`config.mk`:
```
export PLATFORM = sky130hd
export DESIGN_NAME = vga_sync_gen
export DESIGN_NICKNAME = d
export VERILOG_FILES = /design/src/rtl/vga_timing_pkg.sv /design/src/rtl/vga_tick_div.sv /design/src/rtl/vga_sync_gen.sv
export SDC_FILE = /design/constraint.sdc
export NUM_CORES = 1
export LEC_CHECK = 0
export ABC_AREA = 1
export BUFFER_PORTS_ARGS = -buffer_cell sky130_fd_sc_hd__buf_4
export CAP_MARGIN = 20
export CORE_MARGIN = 3
export CORE_UTILIZATION = 45
export CTS_BUF_LIST = sky130_fd_sc_hd__clkbuf_2 sky130_fd_sc_hd__clkbuf_4 sky130_fd_sc_hd__clkbuf_8
export DETAILED_ROUTE_END_ITERATION = 8
export SLEW_MARGIN = 10
export SYNTH_ARGS = -nofsm -noshare
export SYNTH_HDL_FRONTEND = slang
export SYNTH_SLANG_ARGS = --single-unit
```
`constraint.sdc`:
```
create_clock -name clk -period 3.3 [get_ports clk]
set_clock_uncertainty 0.1 [all_clocks]
set_input_delay 0.495 -clock clk [delete_from_list [all_inputs] [get_ports clk]]
set_output_delay 0.495 -clock clk [all_outputs]
set_load 0.02 [all_outputs]
```
`src/rtl/vga_timing_pkg.sv`:
```
// rtl/vga_timing_pkg.sv - shared VGA timing defaults, count types and window helper
package vga_timing_pkg;

    localparam int COUNT_W = 10;

    localparam int H_DISPLAY_DEF = 640;
    localparam int H_FRONT_DEF   = 16;
    localparam int H_SYNC_DEF    = 96;
    localparam int H_BACK_DEF    = 48;
    localparam int V_DISPLAY_DEF = 480;
    localparam int V_FRONT_DEF   = 10;
    localparam int V_SYNC_DEF    = 2;
    localparam int V_BACK_DEF    = 33;
    localparam int CLK_DIV_DEF   = 2;

    typedef logic [COUNT_W-1:0] count_t;

    typedef struct packed {
        logic hsync;
        logic vsync;
        logic video_on;
    } sync_t;

    // Both syncs are active-low, so the idle/blanked state is high syncs, video off
    localparam sync_t SYNC_IDLE = '{hsync: 1'b1, vsync: 1'b1, video_on: 1'b0};

    function automatic int span_total(input int disp, input int front, input int sync, input int back);
        return disp + front + sync + back;
    endfunction

    localparam int H_TOTAL_DEF = span_total(H_DISPLAY_DEF, H_FRONT_DEF, H_SYNC_DEF, H_BACK_DEF);
    localparam int V_TOTAL_DEF = span_total(V_DISPLAY_DEF, V_FRONT_DEF, V_SYNC_DEF, V_BACK_DEF);

    function automatic logic in_window(input count_t val, input count_t first, input count_t last);
        return (val >= first) && (val <= last);
    endfunction

endpackage

```
`src/rtl/vga_tick_div.sv`:
```
// rtl/vga_tick_div.sv - pixel-tick divider, one registered p_tick every CLK_DIV clocks
module vga_tick_div
#(
    parameter int CLK_DIV = 2
) (
    input  logic clk,
    input  logic rst_n,
    output logic p_tick
);

    localparam logic [3:0] DIV_LAST = 4'(CLK_DIV - 1);

    logic [3:0] r_div;
    logic       r_p_tick;
    logic       w_div_last;

    // With CLK_DIV=1 the counter sits at 0 and the tick stays high after reset
    assign w_div_last = (r_div == DIV_LAST);

    always_ff @(posedge clk or negedge rst_n) begin
        if (!rst_n) begin
            r_div    <= 4'd0;
            r_p_tick <= 1'b0;
        end else begin
            r_div    <= w_div_last ? 4'd0 : r_div + 4'd1;
            r_p_tick <= w_div_last;
        end
    end

    assign p_tick = r_p_tick;

endmodule

```
`src/rtl/vga_sync_gen.sv`:
```
// rtl/vga_sync_gen.sv - VGA counters and registered syncs; frame_cnt output with VGA_FRAME_CNT_EN
module vga_sync_gen
    import vga_timing_pkg::*;
#(
    parameter int H_DISPLAY = H_DISPLAY_DEF,
    parameter int H_FRONT   = H_FRONT_DEF,
    parameter int H_SYNC    = H_SYNC_DEF,
    parameter int H_BACK    = H_BACK_DEF,
    parameter int V_DISPLAY = V_DISPLAY_DEF,
    parameter int V_FRONT   = V_FRONT_DEF,
    parameter int V_SYNC    = V_SYNC_DEF,
    parameter int V_BACK    = V_BACK_DEF,
    parameter int CLK_DIV   = CLK_DIV_DEF
) (
    input  logic       clk,
    input  logic       rst_n,
    output logic [9:0] HCount,
    output logic [9:0] VCount,
    output logic       hsync,
    output logic       vsync,
    output logic       video_on,
    output logic       p_tick,
    output logic       frame_start
`ifdef VGA_FRAME_CNT_EN
    ,
    output logic [7:0] frame_cnt
`endif
);

    localparam int H_TOTAL = span_total(H_DISPLAY, H_FRONT, H_SYNC, H_BACK);
    localparam int V_TOTAL = span_total(V_DISPLAY, V_FRONT, V_SYNC, V_BACK);

    localparam count_t H_LAST   = count_t'(H_TOTAL - 1);
    localparam count_t V_LAST   = count_t'(V_TOTAL - 1);
    localparam count_t H_VIS    = count_t'(H_DISPLAY);
    localparam count_t V_VIS    = count_t'(V_DISPLAY);
    localparam count_t HS_FIRST = count_t'(H_DISPLAY + H_FRONT);
    localparam count_t HS_LAST  = count_t'(H_DISPLAY + H_FRONT + H_SYNC - 1);
    localparam count_t VS_FIRST = count_t'(V_DISPLAY + V_FRONT);
    localparam count_t VS_LAST  = count_t'(V_DISPLAY + V_FRONT + V_SYNC - 1);

    count_t r_hcount;
    count_t r_vcount;
    sync_t  r_sync;
    logic   r_frame_start;

    count_t w_h_next;
    count_t w_v_next;
    sync_t  w_sync_next;
    logic   w_tick;
    logic   w_h_wrap;
    logic   w_frame_wrap;

    vga_tick_div #(
        .CLK_DIV (CLK_DIV)
    ) u_tick_div (
        .clk    (clk),
        .rst_n  (rst_n),
        .p_tick (w_tick)
    );

    // Syncs are decoded from the next counts so they land on the same edge as the counts
    always_comb begin
        w_h_wrap = (r_hcount == H_LAST);
        w_h_next = w_h_wrap ? '0 : r_hcount + 10'd1;
        w_v_next = r_vcount;
        if (w_h_wrap) begin
            w_v_next = (r_vcount == V_LAST) ? '0 : r_vcount + 10'd1;
        end
        w_frame_wrap         = w_tick && (w_h_next == '0) && (w_v_next == '0);
        w_sync_next.hsync    = !in_window(w_h_next, HS_FIRST, HS_LAST);
        w_sync_next.vsync    = !in_window(w_v_next, VS_FIRST, VS_LAST);
        w_sync_next.video_on = (w_h_next < H_VIS) && (w_v_next < V_VIS);
    end

    always_ff @(posedge clk or negedge rst_n) begin
        if (!rst_n) begin
            r_hcount      <= '0;
            r_vcount      <= '0;
            r_sync        <= SYNC_IDLE;
            r_frame_start <= 1'b0;
        end else begin
            r_frame_start <= w_frame_wrap;
            if (w_tick) begin
                r_hcount <= w_h_next;
                r_vcount <= w_v_next;
                r_sync   <= w_sync_next;
            end
        end
    end

`ifdef VGA_FRAME_CNT_EN
    logic [7:0] r_frame_cnt;

    always_ff @(posedge clk or negedge rst_n) begin
        if (!rst_n) begin
            r_frame_cnt <= 8'd0;
        end else if (w_frame_wrap) begin
            r_frame_cnt <= r_frame_cnt + 8'd1;
        end
    end

    assign frame_cnt = r_frame_cnt;
`endif

    assign HCount      = r_hcount;
    assign VCount      = r_vcount;
    assign hsync       = r_sync.hsync;
    assign vsync       = r_sync.vsync;
    assign video_on    = r_sync.video_on;
    assign p_tick      = w_tick;
    assign frame_start = r_frame_start;

endmodule

```
==> impl_metrics.csv, run 1 <==
group,metric,value,unit
synth,synth_cells,293,
finish,fin_nets,327,
timing,setup_viol,0,
placed_design,hpwl,3538,um
synth,synth_area,1984,um^2
die,die_h,72.41,um
synth,synth_top_area_cell,"dfrtp_1",
detailed_routing,viasPerCell,4.965,
synth,avgSynthCellArea,6.773,um^2
synth,synthArstFlopShare,1.000,
finish,n_fill_cell,433,
timing,tightest_slew,777.7,ps
power_and_ir_drop,combPwrFrac,0.012,
placed_design,port_buffers,26,
power_and_ir_drop,switching_share,0.2291,
finish,area_delta_synth_final,15.57,%
worst_setup_path,path_class,"flip-flop to flip-flop",
power_and_ir_drop,p_leak,1.165,nW
finish,drive_gt1_frac,0.1963,
worst_setup_path,worstSetupEndpoint,"vsync",
worst_setup_path,rr_endpoint,"vsync",
worst_setup_path,ff2ff_path_depth,11,
global_route,grt_pass1_wl,8314,um
die,fp.dieArea,5242,um^2
timing,rsz0062_at_grt,"no",
power_and_ir_drop,power.switching,0.0001490,W
worst_setup_path,cp_common_cell,"nand2_1",
die,core.rowCount,23,
cts,cts_root_buf,"clkbuf_8",
detailed_routing,first_pass_iters,4,
min_path,hold_class,"primary input to asynchronous set/reset pin",
synth,ys_ff_latch,29,
worst_setup_path,crit_path_max_fanout,6,
detailed_routing,drt-initial-drc-count,104,
die,die_x,72.41,um
worst_setup_path,critPathLaunch,"HCount[1]",
die,start_util,0.4822,
worst_setup_path,path_delay_family,"simple AND/OR/NAND/NOR gates",
detailed_routing,wl,4766,um
global_route,grt_pass1_vias,1804,
cts,cts_resized,0,
worst_setup_path,crit_required,3420,ps
detailed_routing,avgRoutedWirePerCell,12.85,um
timing,relSlewSlack,0.4809,
power_and_ir_drop,p_int,0.0005015,W
worst_setup_path,start_kind,"flip-flop",
die,coreArea,4115,um^2
synth,synth.yosys.warnings,0,
timing,slew_viol_final,0,
global_route,grt_usage,0.2044,
cts,cts.sinks,29,
power_and_ir_drop,ir_drop,203.9,uV
worst_setup_path,r2r_slack,1250,ps
synth,synth_most_common_cell,"nand2_1",
cts,cts_max_path_buffers,2,
die,pin_count,27,
timing,fmax,0.4886,GHz
worst_setup_path,crit_slowest_cell,"dfrtp_1",
finish,antennaDiodeCount,0,
worst_setup_path,r2r_start,"HCount[1]",
placed_design,placed_cells,363,
synth,synth_top_cell_area_share,0.3405,
worst_setup_path,crit_chain,"ha_1, nand3_1, nor2_2, nand2_2, o21bai_1, nand2_1, nand2_1, inv_1, nand2_1, nor2_1, nor2_1",
cts,tritoncts,"built",
detailed_routing,antenna_left,0,
global_route,antenna_found_initial,0,
synth,synth-edff-count,0,
cts,cts_setup_buffers,0,
cts,h-tree-depth,2,
detailed_routing,vias,1842,
power_and_ir_drop,power_density,283.7,nW/um^2
finish,regArea,728.2,um^2
status,status,"complete, no violations",
cts,clk_latency,280,ps
placed_design,gp_congestion,0.8895,
synth,synth_nets,300,
synth,synth_cell_type_count,27,
worst_setup_path,end_kind,"flip-flop",
timing,fin_tns_setup,0,ps
detailed_routing,drt_drc_violations_left,0,
cts,clk_pin_slew,70,ps
synth,yosys-top-cells-area,"dfrtp_1, nand2_1, nor2_1, nand3_1, inv_1",
global_route,overflow,0,
cts,ctsHoldBuffers,0,
power_and_ir_drop,p_seq_frac,0.547,
global_route,grt_max_degree,30,
finish,multi_input_comb_area,1094,um^2
worst_setup_path,worst-path-buf-inv,1,
worst_setup_path,cp_num_cells,11,
worst_setup_path,cp_data_arrival_time,2160,ps
timing,period_share,0.6202,
timing,fin_crit,2047,ps
worst_setup_path,slowest_delay,430,ps
cts,numCtsBuffers,5,
synth,seq_area_frac_synth,0.3670,
timing,hold_viol,0,
synth,synthFlopType,"dfrtp_1",
finish,instances_no_fill,371,
power_and_ir_drop,pwr-share-clk,0.442,
job,maxCapViolCount,0,
synth,synth_commonest_cells,"nand2_1, nor2_1, inv_1, dfrtp_1, nand3_1",
-- sequential cells by signal, summed over array words and instances, names as in the netlist --
name / flops
vsync: 1
hsync: 1
frame_start: 1
video_on: 1
HCount: 10
VCount: 10
u_tick_div.r_div: 4
u_tick_div.p_tick: 1
-- cell usage in the layout, fill, tap and decap left out, types with 5 or more instances in the layout --
cell type and count:
nand3_2 5, buf_4 26, nand2_1 94, clkbuf_8 5
dfrtp_1 27, nand3_1 24, nand2_2 6, nor2_1 38
nand4_1 6, nor2_2 8, inv_1 31, ha_1 5
o21ai_0 19
-- logic make-up after synthesis --
| kind of cell | Yosys count | share of synthesized area |
|---|---|---|
| compound gates | 29 | 0.08070 |
| simple gates | 188 | 0.4300 |
| flops | 29 | 0.3670 |
| fa+ha+maj | 5 | 0.03153 |
| xor+xnor | 2 | 0.008829 |
| buf+inv | 40 | 0.08196 |
-- worst min path at each step --
stage	from	endpoint	slack (ps)	cells after the start
6_report	rst_n	VCount[4]	30	1
5_1_grt	rst_n	VCount[4]	50	1
4_1_cts	rst_n	VCount[4]	40	1
3_5_place_dp	rst_n	VCount[4]	350	1
3_3_place_gp	rst_n	VCount[4]	350	1
2_1_floorplan	rst_n	HCount[0]	100	0
-- through the flow --
| step | cell area [um^2] | util | worst slack, ps | power [W] | hold slack (ps) |
|---|---|---|---|---|---|
| 2_1_floorplan | 1984 | - | 1458 | 0.0003622 | 99.41 |
| 4_1_cts | 2293 | 0.5573 | 1264 | 0.0006629 | 37.61 |
| 6_report | 2293 | 0.5573 | 1253 | 0.0006506 | 28.45 |
| 5_1_grt | 2293 | 0.5573 | 1039 | 0.0006776 | 47.13 |
| 3_5_place_dp | 2207 | 0.5363 | 1272 | 0.0003706 | 348.5 |
| 3_3_place_gp | 2207 | 0.5363 | 1305 | 0.0003705 | 346.2 |
-- layout make-up --
| class | count | share of cell area |
|---|---|---|
| clock buffer | 5 | 0.03001 |
| timing repair buffer | 26 | 0.08511 |
| clock inverter | 3 | 0.007638 |
| multi-input combinational | 224 | 0.4768 |
| sequential | 29 | 0.3175 |
| inverter | 34 | 0.05565 |
| tap | 50 | 0.02728 |
-- per-layer routing --
metal,up-vias,global-route usage,part of all wire
met3,12,0.04848,0.046
met1,818,0.2641,0.48
met4,0,0.1004,0.030
met5,-,0,0
met2,35,0.3205,0.44
li1,977,-,-
-- power by group through the flow --
stage | logic, W | registers (W) | clock network (W)
after detailed placement | 0.00000846 | 0.000362 | 0
after CTS | 0.00000846 | 0.000355 | 0.000299
after global placement | 0.00000836 | 0.000362 | 0
after global routing | 0.00000902 | 0.000355 | 0.000313
final | 0.00000767 | 0.000356 | 0.000287
after floorplan | 0.000000000625 | 0.000362 | 0
Note: power is estimated with default switching activity, not from simulation.
==> run 2, diff against run 1 <==
- clock period: 3.3 -> 1.91 ns (I/O delays scaled with it)
==> run 2 against run 1 <==
Effect of this change: non-clock buffer count is 15 higher; global-route usage rose by 1.1 points; first-iteration DRC count rose by 2.9%; die area is the same; register-to-register slack got worse by 1100 ps; count of clock-buffer cells in the layout grew 1; critical path depth increased by 1; critical path type unchanged; largest cell class unchanged.
==> impl_metrics.csv, run 2 (synthesized netlist as in run 1, its figures left out) <==
group,metric,value,unit
timing,slew_viol_final,0,
power_and_ir_drop,ir_drop,382.5,uV
timing,relSlewSlack,0.6410,
power_and_ir_drop,p_seq_frac,0.546,
cts,numCtsBuffers,5,
detailed_routing,wl,5250,um
die,die_h,72.41,um
timing,fin_crit,1793,ps
finish,drive_gt1_frac,0.2917,
job,maxCapViolCount,0,
finish,final_cell_mix,"nand2_1, buf_4, nor2_1",
cts,tritoncts,"built",
worst_setup_path,cp_data_arrival_time,1910,ps
timing,tightest_slew,538.5,ps
min_path,min_path_cells,1,
placed_design,gp_congestion,0.8468,
finish,fin_nets,342,
die,die_x,72.41,um
die,coreArea,4115,um^2
cts,clk_pin_slew,70,ps
timing,fmax,0.5577,GHz
placed_design,place_ws,44.27,ps
detailed_routing,antenna_left,0,
die,fp.dieArea,5242,um^2
finish,multi_input_comb_area,1175,um^2
detailed_routing,drt-initial-drc-count,107,
power_and_ir_drop,switching_share,0.2146,
power_and_ir_drop,p_leak,1.233,nW
global_route,overflow,0,
power_and_ir_drop,p_int,0.0008831,W
finish,instances_no_fill,386,
detailed_routing,avgRoutedWirePerCell,13.60,um
worst_setup_path,path_class,"flip-flop to flip-flop",
detailed_routing,wl_met2,2620,um
worst_setup_path,end_kind,"flip-flop",
global_route,grt_usage,0.2150,
finish,regArea,735.7,um^2
placed_design,port_buffers,26,
timing,hold_viol,0,
power_and_ir_drop,combPwrFrac,0.013,
cts,h-tree-depth,2,
detailed_routing,viasPerCell,5.202,
die,core.rowCount,23,
global_route,grt_pass1_wl,8756,um
timing,setup_ws,117.0,ps
timing,period_share,0.9387,
worst_setup_path,start_kind,"flip-flop",
global_route,grt_pass1_vias,1881,
power_and_ir_drop,power_density,449.6,nW/um^2
worst_setup_path,ff2ff_path_depth,12,
detailed_routing,dr_wl_met3,211,um
finish,antennaDiodeCount,0,
status,status,"complete, no violations",
timing,rsz0062_at_grt,"yes",
die,pin_count,27,
die,start_util,0.4822,
detailed_routing,first_pass_iters,4,
global_route,antenna_found_initial,0,
detailed_routing,drt_drc_violations_left,0,
power_and_ir_drop,power.switching,0.0002414,W
cts,cts_root_buf,"clkbuf_8",
placed_design,hpwl,3817,um
cts,clk_latency,280,ps
finish,final_common_cell,"nand2_1",
min_path,hold_class,"flip-flop to flip-flop",
power_and_ir_drop,pwr-share-clk,0.440,
detailed_routing,vias,2008,
global_route,grt_max_degree,30,
detailed_routing,drt-met1-wl,2339,um
worst_setup_path,crit_required,2020,ps
cts,cts_max_path_buffers,2,
timing,setup_viol,0,
finish,area_delta_synth_final,26.04,%
cts,cts.sinks,29,
worst_setup_path,crit_path_max_fanout,5,
placed_design,placed_cells,376,
detailed_routing,highest_layer,"met4",
finish,n_fill_cell,404,
-- run 2: critical path, cell delays in order, from the launching register on --
cell and delay, ps:
dfrtp_2 450, inv_2 90, ha_2 200, nand2_1 90, nor2_2 100, nand3_2 110
nand2_1 80, nand2_1 50, nand2_1 80, nand2_1 60, nor2_1 120, nand3_1 80
nor2_1 110
-- run 2: worst paths after layout --
kind | start | slack (ps) | endpoint
max | VCount[0] | 120 | frame_start
min | u_tick_div.r_div[3] | 360 | u_tick_div.r_div[3]
max reg2reg | VCount[0] | 120 | frame_start
min reg2reg | u_tick_div.r_div[3] | 360 | u_tick_div.r_div[3]
max in group asynchronous | rst_n | 1000 | hsync
min in group asynchronous | rst_n | 390 | VCount[3]
-- run 2: power by group through the flow --
stage                          logic [W]  registers [W]  clock network [W]
after floorplan           0.000000000625       0.000626                  0
after global placement         0.0000145       0.000626                  0
after detailed placement       0.0000148       0.000626                  0
after CTS                      0.0000164       0.000614           0.000515
after global routing           0.0000178       0.000614           0.000536
final                          0.0000149       0.000614           0.000495
-- run 2: area by class of cell --
class	instances	area share
flip-flops and latches	29	0.2941
clock inverters	2	0.004002
inverters	34	0.05103
multi-input cells	224	0.4697
clock buffers	6	0.03052
well taps	50	0.02501
repair buffers	41	0.1256
-- run 2: per-layer routing --
metal,up-vias,global-route usage
met4,0,0.08811
li1,1016,-
met1,934,0.2692
met5,-,0
met3,9,0.04294
met2,49,0.3620
-- run 2: timing repair --
| action | in CTS | in global routing |
|---|---|---|
| hold buffers | 1 | 0 |
| setup buffers | 0 | 1 |
| resized for setup | 0 | 28 |
| hold endpoints to repair | 27 | 0 |
| setup endpoints to repair | 0 | 3 |
-- run 2: stage by stage --
step	setup TNS (ps)	cell area, um^2	hold slack [ps]	total power [W]	utilization
CTS	0	2401	361.2	0.001146	0.5835
global route	-35.55	2501	384.4	0.001167	0.6078
global placement	0	2305	137.9	0.0006401	0.5600
floorplan	0	1984	-109.1	0.0006258	-
finish	0	2501	356.7	0.001124	0.6078
detailed placement	0	2305	141.8	0.0006404	0.5600
